===== src/rtl/core_op_sequencer_pkg.sv =====
// Shared definitions for the crypto-core command sequencer: FSM states, response
// status codes and the idle control word.
package core_op_sequencer_pkg;

   typedef enum logic [1:0] {
      StIdle  = 2'd0,
      StIssue = 2'd1,
      StWait  = 2'd2,
      StResp  = 2'd3
   } seq_state_e;

   typedef enum logic [1:0] {
      StOk      = 2'b00,
      StTimeout = 2'b01,
      StIllegal = 2'b10
   } rsp_status_e;

   localparam int unsigned CtrlIdle = 0;

   function automatic int unsigned cnt_width(input int unsigned cycles);
      return ($clog2(cycles) > 0) ? $clog2(cycles) : 1;
   endfunction

endpackage


===== src/rtl/core_op_sequencer_timeout_cnt.sv =====
// Saturating watchdog counter for the WAIT phase; expired flags the last allowed
// cycle (count == TIMEOUT_CYCLES-1).
module core_op_sequencer_timeout_cnt
   import core_op_sequencer_pkg::*;
#(
   parameter int unsigned TIMEOUT_CYCLES = 1024
) (
   input  logic i_clk,
   input  logic i_rst,
   input  logic clear,
   input  logic enable,
   output logic expired
);

   localparam int unsigned CntW = cnt_width(TIMEOUT_CYCLES);
   localparam logic [CntW-1:0] CntLast = CntW'(TIMEOUT_CYCLES - 1);

   logic [CntW-1:0] count_q, count_d;

   assign expired = (count_q == CntLast);

   always_comb begin
      count_d = count_q;
      if (clear) begin
         count_d = '0;
      end else if (enable && !expired) begin
         count_d = count_q + CntW'(1);
      end
   end

   always_ff @(posedge i_clk or negedge i_rst) begin
      if (!i_rst) begin
         count_q <= '0;
      end else begin
         count_q <= count_d;
      end
   end

endmodule


===== src/rtl/core_op_sequencer.sv =====
// Command stage in front of a crypto core: accepts one command, holds it on the core
// inputs until end_op or watchdog expiry, then presents a result and status word.
module core_op_sequencer
   import core_op_sequencer_pkg::*;
#(
   parameter int unsigned DATA_W         = 64,
   parameter int unsigned ADDR_W         = 64,
   parameter int unsigned CTRL_W         = 32,
   parameter int unsigned TIMEOUT_CYCLES = 1024
) (
   input  logic              i_clk,
   input  logic              i_rst,
   input  logic              s_cmd_valid,
   output logic              s_cmd_ready,
   input  logic [DATA_W-1:0] s_cmd_data,
   input  logic [ADDR_W-1:0] s_cmd_add,
   input  logic [CTRL_W-1:0] s_cmd_control,
   output logic              m_rsp_valid,
   input  logic              m_rsp_ready,
   output logic [DATA_W-1:0] m_rsp_data,
   output logic [1:0]        m_rsp_status,
   output logic [DATA_W-1:0] o_core_data_in,
   output logic [ADDR_W-1:0] o_core_add,
   output logic [CTRL_W-1:0] o_core_control,
   input  logic [DATA_W-1:0] i_core_data_out,
   input  logic              i_core_end_op,
   output logic              o_busy
);

   seq_state_e  state_q, state_d;
   logic [DATA_W-1:0] data_q, data_d;
   logic [ADDR_W-1:0] add_q, add_d;
   logic [CTRL_W-1:0] ctrl_q, ctrl_d;
   logic [DATA_W-1:0] rsp_data_q, rsp_data_d;
   rsp_status_e rsp_status_q, rsp_status_d;
   logic        cnt_clear, cnt_en, cnt_expired;

   core_op_sequencer_timeout_cnt #(
      .TIMEOUT_CYCLES(TIMEOUT_CYCLES)
   ) u_timeout_cnt (
      .i_clk  (i_clk),
      .i_rst  (i_rst),
      .clear  (cnt_clear),
      .enable (cnt_en),
      .expired(cnt_expired)
   );

   always_comb begin
      state_d      = state_q;
      data_d       = data_q;
      add_d        = add_q;
      ctrl_d       = ctrl_q;
      rsp_data_d   = rsp_data_q;
      rsp_status_d = rsp_status_q;
      cnt_clear    = 1'b0;
      cnt_en       = 1'b0;
      unique case (state_q)
         StIdle: begin
            if (s_cmd_valid) begin
               data_d = s_cmd_data;
               add_d  = s_cmd_add;
               ctrl_d = s_cmd_control;
               if (s_cmd_control == CTRL_W'(CtrlIdle)) begin
                  rsp_data_d   = '0;
                  rsp_status_d = StIllegal;
                  state_d      = StResp;
               end else begin
                  state_d = StIssue;
               end
            end
         end
         StIssue: begin
            cnt_clear = 1'b1;
            state_d   = StWait;
         end
         StWait: begin
            // end_op takes priority over a watchdog expiring in the same cycle
            if (i_core_end_op) begin
               rsp_data_d   = i_core_data_out;
               rsp_status_d = StOk;
               state_d      = StResp;
            end else if (cnt_expired) begin
               rsp_data_d   = '0;
               rsp_status_d = StTimeout;
               state_d      = StResp;
            end else begin
               cnt_en = 1'b1;
            end
         end
         StResp: begin
            if (m_rsp_ready) begin
               state_d = StIdle;
            end
         end
         default: state_d = StIdle;
      endcase
   end

   always_ff @(posedge i_clk or negedge i_rst) begin
      if (!i_rst) begin
         state_q <= StIdle;
      end else begin
         state_q <= state_d;
      end
   end

   always_ff @(posedge i_clk or negedge i_rst) begin
      if (!i_rst) begin
         data_q       <= '0;
         add_q        <= '0;
         ctrl_q       <= '0;
         rsp_data_q   <= '0;
         rsp_status_q <= StOk;
      end else begin
         data_q       <= data_d;
         add_q        <= add_d;
         ctrl_q       <= ctrl_d;
         rsp_data_q   <= rsp_data_d;
         rsp_status_q <= rsp_status_d;
      end
   end

   // Control is gated by state so reset or leaving WAIT idles the core at once.
   assign o_core_control = ((state_q == StIssue) || (state_q == StWait)) ? ctrl_q
                                                                         : CTRL_W'(CtrlIdle);
   assign o_core_data_in = data_q;
   assign o_core_add     = add_q;
   assign s_cmd_ready    = (state_q == StIdle);
   assign m_rsp_valid    = (state_q == StResp);
   assign m_rsp_data     = rsp_data_q;
   assign m_rsp_status   = rsp_status_q;
   assign o_busy         = (state_q != StIdle);

endmodule


===== config.mk =====
export PLATFORM = sky130hd
export DESIGN_NAME = core_op_sequencer
export DESIGN_NICKNAME = d
export VERILOG_FILES = /design/src/rtl/core_op_sequencer_pkg.sv /design/src/rtl/core_op_sequencer_timeout_cnt.sv /design/src/rtl/core_op_sequencer.sv
export SDC_FILE = /design/constraint.sdc
export NUM_CORES = 1
export LEC_CHECK = 0
export BUFFER_PORTS_ARGS = -buffer_cell sky130_fd_sc_hd__buf_4
export CAP_MARGIN = 20
export CORE_ASPECT_RATIO = 1.75
export CORE_MARGIN = 2
export CORE_UTILIZATION = 25
export CTS_CLUSTER_DIAMETER = 40
export CTS_CLUSTER_SIZE = 14
export DETAILED_ROUTE_END_ITERATION = 7
export GPL_ROUTABILITY_DRIVEN = 0
export PLACE_DENSITY = 0.52
export SYNTH_ARGS = -nofsm -noshare
export SYNTH_HDL_FRONTEND = slang
export SYNTH_SLANG_ARGS = --single-unit

===== constraint.sdc =====
create_clock -name i_clk -period 5.1 [get_ports i_clk]
set_clock_uncertainty 0.05 [all_clocks]
set_input_delay 1.53 -clock i_clk [delete_from_list [all_inputs] [get_ports i_clk]]
set_output_delay 1.53 -clock i_clk [all_outputs]
set_load 0.02 [all_outputs]

==> impl_metrics.ini <==
[worst_setup_path]
r2r-end = m_rsp_data[48]
crit_cells = 4
cp-endpoint = o_core_control[26]
crit_required_ns = 3.52
cp-startpoint = state_q[0]
reg2reg_depth = 7
cp_max_fo = 33
cp-end-kind = output port
cpLargestDelayFamily = adder cells
crit_path_start_kind = flip-flop
crit_type = flip-flop to output port
path_buf_inv = 2
reg2reg_from = state_q[0]
crit_chain = inv_1, ha_1, and2_1, buf_4
reg2reg_setup_slack_ns = 2.33
cp_slowest_cell = ha_1
cp_data_arrival_time_ns = 2.30
critPathMaxStageDelay_ns = 0.88

[clock_network]
cts_buffer_depth = 3
clock_sinks = 238
cts_resized = 0
cts_tree = yes
cts_inserted_buffers = 34
path_clk_slew_ns = 0.06
postCtsHoldBufs = 0
clock_latency_ns = 0.51
cts_htree_levels = 2
post_cts_buffers = 0
cts_root_buf = clkbuf_16

[timing]
drv_slew = 0
setup_viol = 0
finalHoldViolations = 0
rsz0062_at_grt = false
min_period_over_period_pct = 76.1
fmax_mhz = 258
relSlewSlack_pct = 40.8
period_needed_ns = 3.88
fin_tns_setup_ns = 0
worst_slew_pin_slew_ns = 0.888

[detailed_routing]
via_per_inst = 4.39
drt_first_pass_iters = 4
routed_wl_mm = 30.5
drt-initial-drc-count = 213
ant_nets = 0
vias = 6943
drc = 0
wire_per_inst_um = 19.3

[global_routing]
overflow = 0
grt_pass1_wl_mm = 44.1
grt_pass1_vias = 7277
grtUsageTotal_pct = 14.8
antenna_found_initial = 0
grt_max_degree = 92

[floorplanning]
initial_core_util_pct = 25.2
die_y_um = 261
die_area_mm2 = 0.0393
die_x_um = 151
row_count = 94
core_area_mm2 = 0.0374
ios = 458

[cells_and_area]
design_area_mm2 = 0.0145
final_common_cell = buf_4
drive_above_1_share_pct = 67.7
diodes = 0
areaGrowthSynthToFinish_pct = 54.1
layout.cells.non_filler = 1580
fill_cells = 3652
nets = 1310
final_cell_mix = 459 x buf_4, 238 x dfrtp_1, 160 x mux2_2, 54 x a22o_2, 35 x clkbuf_16
final_core_util_pct = 38.8

[placed_design]
hpwl_mm = 22.4
place_area_mm2 = 0.0133
port_buffers = 457
dp_cells = 1519

[yosys]
synth_area_mm2 = 0.00942
ys_ff_latch = 238
ys_seq_area_share_pct = 63.2
synth.distinct_cells = 40
synthFlopType = dfrtp_1
async_reset_ff_share_pct = 100
synthCells = 611
avgSynthCellArea_um2 = 15.4
syn-num-nets = 846
yosysWarnings = 0
synth_edf_count = 0

[power_and_ir_drop]
power_density_mw_per_mm2 = 740
p_leak_nw = 6.84
ir_drop_mv = 0.430

[worst_hold_path]
min_path_type = flip-flop to flip-flop
hp-start = ctrl_q[6]

[job]
drv_cap = 0

[run_status]
outcome = complete, no violations
==> through the flow <==
stage / total power [mW] / worst slack [ns] / hold slack [ns]
floorplan: 6.09 / 2.19 / 0.421
global placement: 8.29 / 1.17 / 0.431
detailed placement: 8.36 / 1.18 / 0.436
CTS: 10.9 / 1.11 / 0.449
global route: 11.3 / 0.990 / 0.456
finish: 10.7 / 1.22 / 0.445
==> power by group <==
group          leakage, nW  total (mW)  internal (mW)  switching [mW]
registers             2.79        3.31           2.82           0.489
logic                 3.46        4.94           2.38            2.56
clock network        0.585        2.49           1.56           0.934
total                 6.84        10.7           6.76            3.98
==> worst register-to-register path, stage by stage (launching register included) <==
cell      delay, ns
dfrtp_1        0.38
inv_1          0.10
ha_1           0.34
nand2_8        0.56
nand2_1        0.23
o211ai_4       0.13
buf_4          0.55
a22o_2         0.37
==> layout make-up <==
type	instances	area (µm²)	share of cell area, %
clock buffer	41	948	6.54
clock inverter	20	263	1.81
inverter	5	18.8	0.129
multi-input combinational	333	3210	22.1
sequential	238	5960	41.0
tap	480	601	4.14
timing repair buffer	463	3520	24.3
==> state kept, by name, indices dropped and copies added, names as in the netlist <==
name,cells
state_q,2
o_core_data_in,64
u_timeout_cnt.count_q,10
m_rsp_status,2
m_rsp_data,64
ctrl_q,32
o_core_add,64
==> layer usage <==
| metal | wire length, µm | GRT usage [%] | vias up |
|---|---|---|---|
| li1 | - | - | 3139 |
| met1 | 10200 | 15.1 | 3475 |
| met2 | 17100 | 28.0 | 281 |
| met3 | 2240 | 4.00 | 48 |
| met4 | 951 | 5.84 | 0 |
| met5 | 0 | 0 | - |
==> cell usage after synthesis, types with 4 or more instances <==
library cell / number / area [µm²]
nand2_1: 5 / 18.8
mux2i_1: 4 / 40.0
ha_1: 6 / 75.1
buf_1: 8 / 30.0
nor4_1: 11 / 68.8
clkbuf_1: 5 / 18.8
inv_1: 5 / 18.8
and2_1: 32 / 200
xor2_1: 4 / 35.0
mux2_2: 160 / 1800
buf_6: 11 / 124
nor2_1: 10 / 37.5
a22o_1: 11 / 96.3
xnor2_1: 4 / 35.0
a22o_2: 54 / 541
dfrtp_1: 238 / 5960
buf_2: 9 / 45.0
nand4_1: 5 / 31.3
==> cell families after synthesis <==
logic type                 after synthesis  synth area share (%)
and+or+nand+nor                         80                  5.21
buffers and inverters                   40                  2.88
adders and majority gates                6                 0.797
xor gates and xnor gates                 8                 0.744
AOI/OAI and AO/OA                       75                  7.59
muxes                                  164                  19.6
DFF                                    238                  63.2
==> how the worst min path moves through the flow <==
stage / endpoint / slack, ns / cells past startpoint
2_1_floorplan: ctrl_q[22] / 0.42 / 1
3_3_place_gp: ctrl_q[31] / 0.43 / 1
3_5_place_dp: ctrl_q[6] / 0.44 / 1
4_1_cts: ctrl_q[29] / 0.45 / 1
5_1_grt: ctrl_q[29] / 0.46 / 1
6_report: ctrl_q[6] / 0.45 / 1
(Power assumes the default switching activity.)
